[src/rtl/video_stream_source.sv]
// Frame reader for bring-up: fetches a framebuffer through a burst read port into
// a local FIFO and replays it as an AXI4-Stream video stream with tuser/tlast framing.
module video_stream_source #(
    parameter int FIFO_DEPTH = 64,
    parameter int BURST      = 16
) (
    input  logic        m_axis_vid_aclk,
    input  logic        aresetn,
    input  logic [31:0] cfg_base,
    input  logic [11:0] cfg_words,
    input  logic [11:0] cfg_lines,
    input  logic [15:0] cfg_stride,
    input  logic        cfg_enable,
    input  logic        frame_start_req,
    output logic        busy,
    output logic        frame_done,
    output logic        mem_rd_req,
    output logic [31:0] mem_rd_addr,
    output logic [7:0]  mem_rd_len,
    input  logic        mem_rd_ack,
    input  logic        mem_rd_valid,
    input  logic [31:0] mem_rd_data,
    output logic [31:0] m_axis_vid_tdata,
    output logic        m_axis_vid_tvalid,
    input  logic        m_axis_vid_tready,
    output logic        m_axis_vid_tlast,
    output logic        m_axis_vid_tuser
);

    localparam int AW = $clog2(FIFO_DEPTH);
    localparam int CW = $clog2(FIFO_DEPTH + 1);

    typedef enum logic [2:0] {S_IDLE, S_REQ, S_ACK, S_DRAIN, S_ABORT} state_t;

    state_t      r_state;
    state_t      w_nextState;

    logic [11:0] r_words;
    logic [11:0] r_lines;
    logic [15:0] r_stride;
    logic [31:0] r_lineAddr;
    logic [11:0] r_wordIdx;
    logic [11:0] r_line;
    logic [8:0]  r_burstWords;
    logic        r_req;
    logic [31:0] r_addr;
    logic [7:0]  r_len;
    logic        r_frameDone;
    logic [CW-1:0] r_count;
    logic [CW-1:0] r_outstanding;
    logic [AW-1:0] r_wrPtr;
    logic [AW-1:0] r_rdPtr;
    logic [31:0] r_mem [FIFO_DEPTH];
    logic [11:0] r_outX;
    logic [11:0] r_outY;

    logic [11:0] w_remain;
    logic [8:0]  w_burstLen;
    logic [CW:0] w_used;
    logic [CW:0] w_free;
    logic        w_fits;
    logic        w_start;
    logic        w_abort;
    logic        w_issue;
    logic        w_ackFire;
    logic [12:0] w_wordEnd;
    logic        w_lineDone;
    logic        w_lastBurst;
    logic        w_rdAccept;
    logic        w_flush;
    logic        w_push;
    logic        w_tvalid;
    logic        w_pop;
    logic        w_lastX;
    logic        w_frameEnd;

    // Bursts are clipped to the end of the current line so they never straddle a stride gap.
    assign w_remain    = r_words - r_wordIdx;
    assign w_burstLen  = (w_remain >= 12'(BURST)) ? 9'(BURST) : w_remain[8:0];
    assign w_used      = {1'b0, r_count} + {1'b0, r_outstanding};
    assign w_free      = (CW+1)'(FIFO_DEPTH) - w_used;
    assign w_fits      = 32'(w_free) >= 32'(w_burstLen);

    assign w_start     = (r_state == S_IDLE) && frame_start_req && cfg_enable &&
                         (cfg_words != 12'd0) && (cfg_lines != 12'd0);
    assign w_abort     = !cfg_enable &&
                         ((r_state == S_REQ) || (r_state == S_ACK) || (r_state == S_DRAIN));
    assign w_issue     = (r_state == S_REQ) && !w_abort && w_fits;
    assign w_ackFire   = (r_state == S_ACK) && r_req && mem_rd_ack;
    assign w_wordEnd   = {1'b0, r_wordIdx} + {4'b0, r_burstWords};
    assign w_lineDone  = (w_wordEnd == {1'b0, r_words});
    assign w_lastBurst = w_lineDone && (r_line == r_lines - 12'd1);

    // Data arriving during an abort still retires outstanding words but is never stored.
    assign w_rdAccept  = mem_rd_valid && (r_outstanding != '0);
    assign w_flush     = w_abort || (r_state == S_ABORT);
    assign w_push      = w_rdAccept && !w_flush;
    assign w_tvalid    = (r_count != '0);
    assign w_pop       = w_tvalid && m_axis_vid_tready && !w_abort;
    assign w_lastX     = (r_outX == r_words - 12'd1);
    assign w_frameEnd  = w_pop && w_lastX && (r_outY == r_lines - 12'd1);

    always_ff @(posedge m_axis_vid_aclk) begin
        if (!aresetn) begin
            r_state <= S_IDLE;
        end else begin
            r_state <= w_nextState;
        end
    end

    always_comb begin
        w_nextState = r_state;
        case (r_state)
            S_IDLE:  if (w_start) w_nextState = S_REQ;
            S_REQ: begin
                if (w_abort)     w_nextState = S_ABORT;
                else if (w_fits) w_nextState = S_ACK;
            end
            S_ACK: begin
                if (w_abort)         w_nextState = S_ABORT;
                else if (w_ackFire)  w_nextState = w_lastBurst ? S_DRAIN : S_REQ;
            end
            S_DRAIN: begin
                if (w_abort)          w_nextState = S_ABORT;
                else if (r_frameDone) w_nextState = S_IDLE;
            end
            S_ABORT: if (r_outstanding == '0) w_nextState = S_IDLE;
            default: w_nextState = S_IDLE;
        endcase
    end

    always_ff @(posedge m_axis_vid_aclk) begin
        if (!aresetn) begin
            r_words       <= '0;
            r_lines       <= '0;
            r_stride      <= '0;
            r_lineAddr    <= '0;
            r_wordIdx     <= '0;
            r_line        <= '0;
            r_burstWords  <= '0;
            r_req         <= 1'b0;
            r_addr        <= '0;
            r_len         <= '0;
            r_frameDone   <= 1'b0;
            r_count       <= '0;
            r_outstanding <= '0;
            r_wrPtr       <= '0;
            r_rdPtr       <= '0;
            r_outX        <= '0;
            r_outY        <= '0;
        end else begin
            if (w_start) begin
                r_words    <= cfg_words;
                r_lines    <= cfg_lines;
                r_stride   <= cfg_stride;
                r_lineAddr <= cfg_base;
                r_wordIdx  <= '0;
                r_line     <= '0;
            end
            if (w_issue) begin
                r_req        <= 1'b1;
                r_addr       <= r_lineAddr + {18'b0, r_wordIdx, 2'b00};
                r_len        <= 8'(w_burstLen - 9'd1);
                r_burstWords <= w_burstLen;
            end
            if (w_ackFire) begin
                r_req <= 1'b0;
                if (w_lineDone) begin
                    r_wordIdx  <= '0;
                    r_line     <= r_line + 12'd1;
                    r_lineAddr <= r_lineAddr + {16'b0, r_stride};
                end else begin
                    r_wordIdx  <= w_wordEnd[11:0];
                end
            end
            if (w_abort) begin
                r_req <= 1'b0;
            end

            r_outstanding <= r_outstanding
                             + (w_ackFire  ? CW'(r_burstWords) : CW'(0))
                             - (w_rdAccept ? CW'(1) : CW'(0));
            r_frameDone   <= w_frameEnd;

            if (w_flush) begin
                r_count <= '0;
                r_wrPtr <= '0;
                r_rdPtr <= '0;
            end else begin
                r_count <= r_count + CW'(w_push) - CW'(w_pop);
                if (w_push) r_wrPtr <= r_wrPtr + AW'(1);
                if (w_pop)  r_rdPtr <= r_rdPtr + AW'(1);
            end

            // Output position restarts with every frame so a resumed stream leads with tuser.
            if (w_flush || w_start) begin
                r_outX <= '0;
                r_outY <= '0;
            end else if (w_pop) begin
                if (w_lastX) begin
                    r_outX <= '0;
                    r_outY <= r_outY + 12'd1;
                end else begin
                    r_outX <= r_outX + 12'd1;
                end
            end
        end
    end

    always_ff @(posedge m_axis_vid_aclk) begin
        if (w_push) begin
            r_mem[r_wrPtr] <= mem_rd_data;
        end
    end

    assign busy              = (r_state != S_IDLE);
    assign frame_done        = r_frameDone;
    assign mem_rd_req        = r_req;
    assign mem_rd_addr       = r_addr;
    assign mem_rd_len        = r_len;
    assign m_axis_vid_tvalid = w_tvalid;
    assign m_axis_vid_tdata  = w_tvalid ? r_mem[r_rdPtr] : 32'd0;
    assign m_axis_vid_tlast  = w_tvalid && w_lastX;
    assign m_axis_vid_tuser  = w_tvalid && (r_outX == 12'd0) && (r_outY == 12'd0);

endmodule

[config.mk]
export PLATFORM = sky130hd
export DESIGN_NAME = video_stream_source
export DESIGN_NICKNAME = d
export VERILOG_FILES = /design/src/rtl/video_stream_source.sv
export SDC_FILE = /design/constraint.sdc
export NUM_CORES = 2
export LEC_CHECK = 0
export BUFFER_PORTS_ARGS = -buffer_cell sky130_fd_sc_hd__buf_2
export CORE_UTILIZATION = 55
export DETAILED_ROUTE_END_ITERATION = 16
export PLACE_DENSITY = 0.7
export SYNTH_ARGS = -nofsm -noshare
export SYNTH_HDL_FRONTEND = slang
export SYNTH_SLANG_ARGS = --single-unit
[constraint.sdc]
create_clock -name m_axis_vid_aclk -period 6 [get_ports m_axis_vid_aclk]
set_input_delay 0.9 -clock m_axis_vid_aclk [delete_from_list [all_inputs] [get_ports m_axis_vid_aclk]]
set_output_delay 0.9 -clock m_axis_vid_aclk [all_outputs]
set_load 0.02 [all_outputs]
==> summary by stage <==
Yosys
The average instance in the mapped netlist occupies 19.4 um^2. The synthesized design spends more area on one cell type than any other, namely sky130_fd_sc_hd__edfxtp_1. The number of warnings reported in the yosys synthesis log is 0. For this run, the leading register cell type out of synthesis is sky130_fd_sc_hd__edfxtp_1. The number of register bits inferred by synthesis is 2254. The count of flip-flops with a built-in enable after synthesis is 2048. Sequential cells were found to cover 72.0% of the synthesized design area.

Of all flip-flops after synthesis, the portion carrying an async set or reset was 0%. After synthesis, the largest area contributor takes up 67.5% of total cell area. Synthesis instantiated 81 different standard cells from the library. Yosys attributes the largest share of cell area to sky130_fd_sc_hd__edfxtp_1 (67%), sky130_fd_sc_hd__mux4_2 (16%), sky130_fd_sc_hd__dfxtp_1 (4.5%).

In this run the cell area of the synthesized design comes to 91200 um^2. Synthesis handed over a netlist of 4702 instances.

Final layout
The flip-flop and latch area is 65600 um^2. The post-route netlist has 27.0% of its cells at a drive strength greater than 1. Compared with the post-synthesis result, the final layout area differs by 12.7%. In the layout the commonest cells are sky130_fd_sc_hd__edfxtp_1 (2048), sky130_fd_sc_hd__mux4_2 (656), sky130_fd_sc_hd__clkbuf_16 (218), sky130_fd_sc_hd__nand2_1 (209), sky130_fd_sc_hd__dfxtp_1 (200).

Counting the fill cells in the layout gives 11300. The post-layout net count is 5227. The multi-input combinational cells in the finished layout cover a total of 24800 um^2. Leaving out fill and tap cells, the most frequent cell in the layout is sky130_fd_sc_hd__edfxtp_1.

Timing
In the final timing run, aggregate negative setup slack is 0 ps. The total count of max-transition violations in the final report came to 0. Dividing the final minimum period by the clock period gives 90.2%. The headroom to the max-slew limit is 8.64%.

Setup repair after global routing left no endpoint under its margin. The post-route minimum period is 5410 ps. The hold violation count in the final report is 0. The maximum frequency from static timing analysis is 0.185 GHz. For the pin with the worst max-slew slack, the measured transition is 1360 ps.

Setup violations remaining at the end of the flow were counted as 0. Clock skew on the completed layout was measured at 59.1 ps.

Power and ir drop
The highest ir drop seen on vdd is 290 uV. The switching share of power is 26.7%. For this design the static power due to leakage is 32.2 nW.

Of the total power, the clock network draws 34.1%. For this design the ratio of total power to cell area is 378 nW/um^2. The internal cell power is 28.5 mW. Per report_power, the sequential group accounts for 45.7% of the total.

Combinational logic is responsible for 20.2% of the overall power. Summing internal, switching and leakage power gives 38.9 mW. The switching power of the nets is 10.4 mW.

Critical path
The type of element capturing the critical path is a flip-flop. The worst register-to-register path has a setup slack of 590 ps. The required time at the endpoint of the critical path is 6690 ps. Measured in cells, the most critical reg-to-reg path has a length of 21.

The most critical setup path has its endpoint at mem_rd_addr[24]. The source of the worst register-to-register timing path is r_words[0]. In this run the worst path has a maximum fanout of 41.

The most critical setup path has its startpoint at r_words[0]. The worst register-to-register path ends at mem_rd_addr[24]. The arrival time of data at the critical path endpoint is 6100 ps. The startpoint kind of the worst setup timing path is a flip-flop.

The startpoint-to-endpoint class of the critical path is reg -> reg.

Status
The run finished with clean final reports.

Die
The die footprint is 167000 um^2. The die boundary height is 409 um. The site row count is 149. For this design the top-level I/O count stands at 189. The area of the core region is 165000 um^2. The die boundary width is 409 um.

The initial cell density of the core is 55.3%.

Drt
After detailed routing, the number of remaining DRC violations is 0. The routed layout has 47100 vias. The detail-routed net length per standard cell is 29.4 um. After detailed routing, the number of vias per cell comes to 6.38. In this run, the number of DRC markers left after iteration 0 of detailed routing was 5356.

The first TritonRoute pass finished after 6 iterations. Wires add up to 217000 um. In this run the remaining antenna-violating nets after routing total 0.

Clock network
The number of levels the H-tree was split into is 4. The clock latency at the later pin of the worst-skew pair is 870 ps. The number of sinks on the clock net is 2254. Once the clock tree was built, the resizer swapped 0 gates to a different size. The cell chosen for the clock root is sky130_fd_sc_hd__clkbuf_16. The TritonCTS clock tree is yes. The clock transition time at the flip-flop clock pins of the worst setup and hold paths is 60 ps. The quantity of hold-fixing buffers added after cts is 0. TritonCTS created 217 clock buffers. The post-CTS setup buffer count is 0.

The maximum clock path buffer count is 3.

Global routing
For this run the aggregate overflow at the end of global routing stands at 0. The number of antenna violations at the first check in global routing was 17. The via count of the first global-routing pass was 46600. The first global-routing pass estimated 318000 um of wire. In the global route stage, overall resource usage came out at 26.1%.

Entering global routing, the biggest net connects 76 pins.

Job
The number of max-cap violations is 0.

Min path
The class of the tightest hold or removal check is in -> reg.

Placement
The number of buffers added on ports is 188. Detailed placement finished with a half-perimeter wire length of 130000 um. The routability-driven placement congestion ratio is 0.887.
flip-flops by register name, summed over array words and instances, names as in the netlist, named ones only:
signal / cells
r_outX: 12
r_outY: 12
r_words: 12
r_lines: 12
mem_rd_req: 1
r_burstWords: 9
r_outstanding: 7
r_rdPtr: 6
r_line: 12
frame_done: 1
r_lineAddr: 32
r_wordIdx: 12
r_wrPtr: 6
r_state: 3
r_stride: 16
mem_rd_addr: 32
r_mem: 2048
r_count: 7
mem_rd_len: 8
logic make-up after synthesis:
| kind of cell | after synthesis | synth area share (%) |
|---|---|---|
| muxes | 695 | 16.6 |
| buffers and inverters | 326 | 1.38 |
| xor gates and xnor gates | 141 | 1.40 |
| other | 1 | 0.00411 |
| adders and majority gates | 107 | 1.53 |
| DFF | 2254 | 72.0 |
| AOI/OAI and AO/OA | 427 | 3.05 |
| and+or+nand+nor | 751 | 4.03 |
metrics by stage:
stage / setup WS [ps] / cells / hold WS [ps] / area (um^2) / util (%)
4_1_cts: 641 / 7376 / 214 / 103000 / 62.3
3_3_place_gp: 897 / 6979 / 448 / 95900 / 58.2
2_1_floorplan: 1450 / 4704 / 441 / 91200 / -
6_report: 587 / 7379 / 271 / 103000 / 62.4
3_5_place_dp: 660 / 6979 / 455 / 95900 / 58.2
5_1_grt: 252 / 7377 / 254 / 103000 / 62.3
routing by layer:
metal | up-vias | global-route usage [%] | part of all wire [%]
li1 | 19900 | - | -
met1 | 24800 | 36.8 | 40
met2 | 2067 | 42.5 | 50
met3 | 319 | 4.31 | 7.9
met4 | 2 | 7.37 | 2.6
met5 | - | 0 | 0.0042
cells in the mapped netlist, types with 63 or more instances:
cell type	number
sky130_fd_sc_hd__nor2_1	199
sky130_fd_sc_hd__o21ai_0	63
sky130_fd_sc_hd__clkbuf_1	169
sky130_fd_sc_hd__inv_1	78
sky130_fd_sc_hd__nand2_1	209
sky130_fd_sc_hd__xnor2_1	92
sky130_fd_sc_hd__ha_1	100
sky130_fd_sc_hd__nand3_1	66
sky130_fd_sc_hd__mux4_2	656
sky130_fd_sc_hd__dfxtp_1	206
sky130_fd_sc_hd__buf_1	66
sky130_fd_sc_hd__a21oi_1	137
sky130_fd_sc_hd__edfxtp_1	2048
how the worst min path moves through the flow:
stage                  startpoint     endpoint  slack (ps)  cells past startpoint
floorplan             r_stride[0]  r_stride[0]         440                      2
global placement      r_stride[6]  r_stride[6]         450                      2
detailed placement    r_stride[0]  r_stride[0]         450                      2
CTS                 cfg_stride[4]  r_stride[4]         210                      3
global route        cfg_stride[4]  r_stride[4]         250                      3
finish              cfg_stride[4]  r_stride[4]         270                      3
worst max-delay path, stage by stage (launching register included):
cell	delay, ps
sky130_fd_sc_hd__dfxtp_1	450
sky130_fd_sc_hd__inv_1	110
sky130_fd_sc_hd__ha_1	240
sky130_fd_sc_hd__fa_1	430
sky130_fd_sc_hd__nor2b_1	170
sky130_fd_sc_hd__o31a_1	180
sky130_fd_sc_hd__a21oi_1	70
sky130_fd_sc_hd__or4_1	420
sky130_fd_sc_hd__nor3_1	200
sky130_fd_sc_hd__o2111a_1	260
sky130_fd_sc_hd__buf_4	240
sky130_fd_sc_hd__nor2b_1	270
sky130_fd_sc_hd__ha_1	270
sky130_fd_sc_hd__nand2b_1	150
sky130_fd_sc_hd__a21o_1	170
sky130_fd_sc_hd__a21o_1	170
sky130_fd_sc_hd__a211oi_1	200
sky130_fd_sc_hd__o21ai_0	170
sky130_fd_sc_hd__and3_2	470
sky130_fd_sc_hd__buf_4	330
sky130_fd_sc_hd__o21ai_0	180
sky130_fd_sc_hd__a21oi_1	60
power groups by stage:
stage / logic (mW) / clock network, mW / registers (mW)
2_1_floorplan: 5.45 / 0 / 18.0
5_1_grt: 8.43 / 14.0 / 17.8
6_report: 7.84 / 13.3 / 17.8
4_1_cts: 7.93 / 13.4 / 17.8
3_5_place_dp: 7.89 / 0 / 18.1
3_3_place_gp: 7.83 / 0 / 18.1
area by class of cell:
cell class | count | share of cell area, %
diodes | 3 | 0.00731
clock buffers | 266 | 5.53
flip-flops and latches | 2254 | 63.9
repair buffers | 334 | 2.32
well taps | 2189 | 2.67
inverters | 78 | 0.286
clock inverters | 131 | 1.17
multi-input cells | 2124 | 24.1
No activity file was read; power rests on OpenSTA's default activity.
